[config.mk]
export PLATFORM = sky130hd
export DESIGN_NAME = ball_court
export DESIGN_NICKNAME = d
export VERILOG_FILES = /design/src/rtl/tennis_pkg.sv /design/src/rtl/ball_court_step_timer.sv /design/src/rtl/ball_court.sv
export SDC_FILE = /design/constraint.sdc
export NUM_CORES = 1
export LEC_CHECK = 0
export BUFFER_PORTS_ARGS = -buffer_cell sky130_fd_sc_hd__clkbuf_2
export CORE_ASPECT_RATIO = 0.75
export CORE_MARGIN = 2
export CORE_UTILIZATION = 58
export DETAILED_ROUTE_END_ITERATION = 10
export GPL_TIMING_DRIVEN = 0
export PLACE_DENSITY = 0.89
export SYNTH_ARGS = -nofsm -noshare
export SYNTH_HDL_FRONTEND = slang
export SYNTH_SLANG_ARGS = --single-unit
[constraint.sdc]
create_clock -name clk -period 2.6 [get_ports clk]
set_input_delay 0.13 -clock clk [delete_from_list [all_inputs] [get_ports clk]]
set_output_delay 0.13 -clock clk [all_outputs]
set_load 0.02 [all_outputs]
[src/rtl/tennis_pkg.sv]
// Shared tennis definitions: court FSM states, side encodings and default court size.
package tennis_pkg;

  typedef enum logic [2:0] {
    IDLE    = 3'd0,
    SERVE_A = 3'd1,
    SERVE_B = 3'd2,
    TO_A    = 3'd3,
    TO_B    = 3'd4
  } court_state_t;

  localparam logic SIDE_A = 1'b0;
  localparam logic SIDE_B = 1'b1;

  localparam int DEFAULT_COURT_LEN = 8;

endpackage

[src/rtl/ball_court_step_timer.sv]
// Ball step timer: counts down the current step length and pulses tick on the last cycle.
// Holds the shrinking step-length register when BALL_SPEEDUP_EN is defined.
module step_timer #(
  parameter int STEP_CYCLES = 4
) (
  input  logic clk,
  input  logic rst,
  input  logic clear,
  input  logic reload,
  input  logic enable,
`ifdef BALL_SPEEDUP_EN
  input  logic speedup,
`endif
  output logic tick
);

  localparam int CNT_W = $clog2(STEP_CYCLES + 1);
  localparam logic [CNT_W-1:0] STEP_LEN = CNT_W'(STEP_CYCLES);

  logic [CNT_W-1:0] cnt;
  logic [CNT_W-1:0] step_len;
  logic [CNT_W-1:0] load_len;

`ifdef BALL_SPEEDUP_EN
  logic [CNT_W-1:0] next_len;

  assign next_len = (step_len > CNT_W'(1)) ? step_len - CNT_W'(1) : step_len;
  // A speed-up reload starts the new flight at the already-shortened length.
  assign load_len = speedup ? next_len : step_len;

  always_ff @(posedge clk or negedge rst) begin
    if (!rst) begin
      step_len <= STEP_LEN;
    end else if (clear) begin
      step_len <= STEP_LEN;
    end else if (reload && speedup) begin
      step_len <= next_len;
    end
  end
`else
  assign step_len = STEP_LEN;
  assign load_len = STEP_LEN;
`endif

  assign tick = enable && (cnt == CNT_W'(1));

  always_ff @(posedge clk or negedge rst) begin
    if (!rst) begin
      cnt <= '0;
    end else if (clear) begin
      cnt <= '0;
    end else if (reload) begin
      cnt <= load_len;
    end else if (enable) begin
      cnt <= tick ? step_len : cnt - CNT_W'(1);
    end
  end

endmodule

[src/rtl/ball_court.sv]
// Court-side ball owner: walks a one-hot ball between players A and B, drives hit zones, flags misses.
// Define BALL_SPEEDUP_EN to shorten the step length by one on each in-flight return.
module ball_court
  import tennis_pkg::*;
#(
  parameter int COURT_LEN   = DEFAULT_COURT_LEN,
  parameter int STEP_CYCLES = 4,
  parameter int HIT_ZONE    = 2
) (
  input  logic                 clk,
  input  logic                 rst,
  input  logic                 start_game,
  input  logic                 return_a,
  input  logic                 return_b,
  output logic                 hittable_a,
  output logic                 hittable_b,
  output logic                 miss_a,
  output logic                 miss_b,
  output logic [COURT_LEN-1:0] ball_pos,
  output logic                 in_play
);

  localparam int POS_W = $clog2(COURT_LEN);
  localparam logic [POS_W-1:0] LAST = POS_W'(COURT_LEN - 1);

  court_state_t     state;
  logic [POS_W-1:0] pos;
  logic             tick;
  logic             ret_ok;
  logic             serve_ok;
  logic             at_end;
  logic             miss_now;
  logic             tmr_clear;
  logic             tmr_enable;

  function automatic logic [COURT_LEN-1:0] onehot(input logic [POS_W-1:0] p);
    logic [COURT_LEN-1:0] v;
    v    = '0;
    v[p] = 1'b1;
    return v;
  endfunction

  function automatic logic zone_a(input logic [POS_W-1:0] p);
    return p <= POS_W'(HIT_ZONE - 1);
  endfunction

  function automatic logic zone_b(input logic [POS_W-1:0] p);
    return p >= POS_W'(COURT_LEN - HIT_ZONE);
  endfunction

  // Only the player the ball is approaching can return it, and only inside their zone.
  always_comb begin
    ret_ok     = 1'b0;
    serve_ok   = 1'b0;
    at_end     = 1'b0;
    tmr_enable = 1'b0;
    case (state)
      SERVE_A: serve_ok = return_a;
      SERVE_B: serve_ok = return_b;
      TO_B: begin
        ret_ok     = return_b && hittable_b;
        at_end     = (pos == LAST);
        tmr_enable = 1'b1;
      end
      TO_A: begin
        ret_ok     = return_a && hittable_a;
        at_end     = (pos == '0);
        tmr_enable = 1'b1;
      end
      default: ;
    endcase
    miss_now  = tick && at_end && !ret_ok;
    tmr_clear = !start_game || miss_now;
  end

  step_timer #(
    .STEP_CYCLES (STEP_CYCLES)
  ) u_step_timer (
    .clk     (clk),
    .rst     (rst),
    .clear   (tmr_clear),
    .reload  (ret_ok || serve_ok),
    .enable  (tmr_enable),
`ifdef BALL_SPEEDUP_EN
    .speedup (ret_ok),
`endif
    .tick    (tick)
  );

  always_ff @(posedge clk or negedge rst) begin
    if (!rst) begin
      state      <= IDLE;
      pos        <= '0;
      ball_pos   <= '0;
      hittable_a <= 1'b0;
      hittable_b <= 1'b0;
      miss_a     <= 1'b0;
      miss_b     <= 1'b0;
      in_play    <= 1'b0;
    end else begin
      miss_a <= 1'b0;
      miss_b <= 1'b0;
      if (!start_game) begin
        state      <= IDLE;
        pos        <= '0;
        ball_pos   <= '0;
        hittable_a <= 1'b0;
        hittable_b <= 1'b0;
        in_play    <= 1'b0;
      end else begin
        case (state)
          IDLE: begin
            state      <= SERVE_A;
            pos        <= '0;
            ball_pos   <= onehot('0);
            hittable_a <= 1'b1;
            hittable_b <= 1'b0;
          end
          SERVE_A: if (return_a) begin
            state      <= TO_B;
            in_play    <= 1'b1;
            hittable_a <= 1'b0;
            hittable_b <= zone_b(pos);
          end
          SERVE_B: if (return_b) begin
            state      <= TO_A;
            in_play    <= 1'b1;
            hittable_b <= 1'b0;
            hittable_a <= zone_a(pos);
          end
          TO_B: begin
            if (ret_ok) begin
              state      <= TO_A;
              hittable_b <= 1'b0;
              hittable_a <= zone_a(pos);
            end else if (tick) begin
              if (pos == LAST) begin
                state      <= SERVE_B;
                miss_b     <= 1'b1;
                in_play    <= 1'b0;
                hittable_b <= 1'b1;
              end else begin
                pos        <= pos + POS_W'(1);
                ball_pos   <= onehot(pos + POS_W'(1));
                hittable_b <= zone_b(pos + POS_W'(1));
              end
            end
          end
          TO_A: begin
            if (ret_ok) begin
              state      <= TO_B;
              hittable_a <= 1'b0;
              hittable_b <= zone_b(pos);
            end else if (tick) begin
              if (pos == '0) begin
                state      <= SERVE_A;
                miss_a     <= 1'b1;
                in_play    <= 1'b0;
                hittable_a <= 1'b1;
              end else begin
                pos        <= pos - POS_W'(1);
                ball_pos   <= onehot(pos - POS_W'(1));
                hittable_a <= zone_a(pos - POS_W'(1));
              end
            end
          end
          default: state <= IDLE;
        endcase
      end
    end
  end

endmodule

==> flow_summary.json <==
{
  "run_status": "finished clean",
  "yosys.area.top_type": "dfrtp_1",
  "routed_wirelength_um": 4250,
  "clkPwrFrac_pct": 18.6,
  "final_critical_path_share_of_the_clock_period_pct": 88.6,
  "unrepaired_setup_endpoints_after_global_routing": "false",
  "cts_buffers": 3,
  "synth_top_cell_area_share_pct": 33.7,
  "tritoncts_clock_tree": "built",
  "wl_per_cell_um": 18.0,
  "hold_path.class": "in2async",
  "synth_xor_area_share_pct": 1.61,
  "rows": 16,
  "core_area_um2": 2640,
  "share_of_the_synthesized_area_in_compound_gates_ao_oa_aoi_oai_pct": 20.0,
  "die-height_um": 49.9,
  "filler_cell_count_in_the_final_layout": 199,
  "multiplexer_fraction_of_the_synthesized_cell_area_pct": 12.3,
  "viasPerCell": 6.33,
  "worstMarginPinSlew_ns": 0.560,
  "ys_top_cells_by_area": "dfrtp_1, ha_1, mux2_4",
  "leakagePower_uw": 0.000842,
  "yosys_warning_count": 0,
  "clock_tree.root_cell": "clkbuf_8",
  "cts_resized": 0,
  "cts_max_level": 1,
  "endpoint_kind": "flop",
  "synth.most_common_cell": "dfrtp_1",
  "ys_seq_area_share_pct": 33.7,
  "io-pin-count": 18,
  "preCtsSetupSlack_ns": 0.352,
  "synthToLayoutAreaGrowth_pct": 13.0,
  "critPathArrivalTime_ns": 2.46,
  "path_max_fanout": 10,
  "grt_start_max_net_pins": 23,
  "grt_antenna_before_repair": 0,
  "dpl.hpwl_um": 3040,
  "numPortBuffers": 17,
  "worstPathRequired_ns": 2.75,
  "synth.cells.most_frequent": "dfrtp_1, o21ai_0, nor2_1",
  "synth_ff_type": "dfrtp_1",
  "fin_hold_viols": 0,
  "setup_ws_ns": 0.296,
  "postSynthRegisterBits": 22,
  "initialDrtViolationCount": 120,
  "max_cap_viol_count": 0,
  "drc_errors": 0,
  "power_per_cell_area_nw_per_um2": 955,
  "num-nets-final": 215,
  "edff_count_synth": 0,
  "drt-pass1-iter-count": 6,
  "power_switching_uw": 763,
  "max_freq_ghz": 0.434,
  "cts.reportedPaths.clkPinSlew_ns": 0.09,
  "cts_max_path_buffers": 2,
  "syn_inst": 178,
  "final_period_minus_worst_setup_slack_ns": 2.30,
  "route.vias.total": 1494,
  "drt.antenna.violating_nets": 0,
  "peakVddDrop_mv": 0.556,
  "crit_type": "reg2reg",
  "ys_types": 48,
  "first_pass_grt_wire_length_um": 7040,
  "diodes": 0,
  "grt_pass1_vias": 1462,
  "clock_skew_ns": 0.00368,
  "yosys.area_share.adder_pct": 6.90,
  "synth_simple_gate_area_share_pct": 19.7,
  "die_area_um2": 3260,
  "initial_core_util_pct": 61.7,
  "power.share.switching_pct": 43.4,
  "setup_violations_final": 0,
  "clock_sinks": 22,
  "finalSetupTns_ns": 0,
  "internal_power_uw": 996,
  "synthArstFlopShare_pct": 100,
  "sequentialPowerShare_pct": 28.3,
  "grt.total_usage_pct": 28.1,
  "worstSkewPairLatency_ns": 0.27,
  "post_synth_instance_area_um2": 1630,
  "place.gp.congestion": 0.933,
  "fin_worst_hold_slack_ns": 0.371,
  "maxSlewViolCount": 0,
  "synth_top_family_by_area": "compound AO/OA/AOI/OAI gates",
  "syn-num-nets": 192,
  "global_route.overflow_total": 0,
  "maxSlewHeadroom_pct": 62.3,
  "worst_setup_path_start_kind": "flop",
  "share_comb_of_total_power_pct": 53.1,
  "share_of_cells_above_drive_strength_1_pct": 22.0,
  "chipWidth_um": 65.2,
  "post_synth.cell_area_avg_um2": 9.17
}
-- timing repair --
action	CTS	global route
hold buffers	1	0
hold endpoints to repair	22	0
buffers inserted	0	0
-- layer usage --
| metal | vias up | global-route usage, % | wire [µm] |
|---|---|---|---|
| li1 | 682 | - | - |
| met1 | 715 | 37.2 | 1820 |
| met2 | 85 | 44.0 | 1940 |
| met3 | 12 | 8.68 | 427 |
| met4 | 0 | 8.33 | 63 |
| met5 | - | 0 | 0 |
-- cell usage in the layout, fill, tap and decap left out, types with 3 or more instances in the layout --
cell type	synthesis	layout
and2_1	4	4
dfrtp_1	22	22
nor2_1	18	18
o21ai_0	19	19
mux2_2	4	4
xor2_1	3	3
inv_1	8	8
clkbuf_1	5	5
a21oi_1	10	10
mux2i_1	5	5
nor3_1	4	4
nor2b_1	3	3
and3_1	3	3
clkbuf_2	0	17
clkbuf_8	0	3
nand2b_1	4	4
buf_2	3	3
nand2_1	5	5
mux2_4	7	7
nor3b_1	3	3
nand3_1	4	4
ha_1	9	9
-- registers in the layout (all words and copies together), names as in the netlist --
name,flops
ball_pos,8
pos,3
state,3
u_step_timer.cnt,3
hittable_a,1
hittable_b,1
in_play,1
miss_a,1
miss_b,1
-- final timing paths --
| kind | slack [ns] | from | depth (start not counted) | endpoint |
|---|---|---|---|---|
| min reg2reg | 0.51 | ball_pos[5] | 1 | ball_pos[5] |
| max | 0.30 | pos[0] | 8 | ball_pos[4] |
| min in group clk | 0.37 | start_game | 5 | u_step_timer.cnt[1] |
| min | 0.37 | rst | 2 | u_step_timer.cnt[0] |
| max in group asynchronous | 1.85 | rst | 2 | pos[1] |
| max reg2reg | 0.30 | pos[0] | 8 | ball_pos[4] |
-- final cells by class --
cell class	count	area [µm²]	share of cell area, %
plain buffers	11	63.8	3.46
inverters	8	30.0	1.63
clock inverters	1	30.0	1.63
flip-flops and latches	22	551	29.9
repair buffers	18	95.1	5.16
well taps	36	45.0	2.44
multi-input cells	137	987	53.6
clock buffers	3	41.3	2.24
-- per-stage QoR --
| stage | util (%) | cells | total power (µW) | cell area [µm²] |
|---|---|---|---|---|
| after floorplan | - | 178 | 1180 | 1630 |
| after global placement | 66.7 | 231 | 1360 | 1760 |
| after detailed placement | 66.7 | 231 | 1410 | 1760 |
| after CTS | 69.7 | 236 | 1730 | 1840 |
| after global routing | 69.7 | 236 | 1860 | 1840 |
| final | 69.7 | 236 | 1760 | 1840 |
-- worst max-delay path, cell delays in order (launching register included) --
cell	delay, ns
dfrtp_1	0.50
inv_1	0.20
ha_1	0.24
nand2b_1	0.22
and3_1	0.19
o21ai_0	0.09
a21oi_2	0.22
buf_6	0.20
mux2_4	0.32
-- cell families after synthesis --
logic type / after synthesis
compound gates: 51
xor+xnor: 3
fa+ha+maj: 9
buf+inv: 19
flops: 22
mux: 16
simple gates: 58
-- power groups by stage --
| stage | registers [µW] | logic [µW] | clock network, µW |
|---|---|---|---|
| final | 498 | 935 | 326 |
| after global routing | 511 | 1010 | 338 |
| after CTS | 498 | 912 | 325 |
| after detailed placement | 504 | 905 | 0 |
| after global placement | 494 | 862 | 0 |
| after floorplan | 520 | 658 | 0 |
Power figures use the tool's default switching activity.
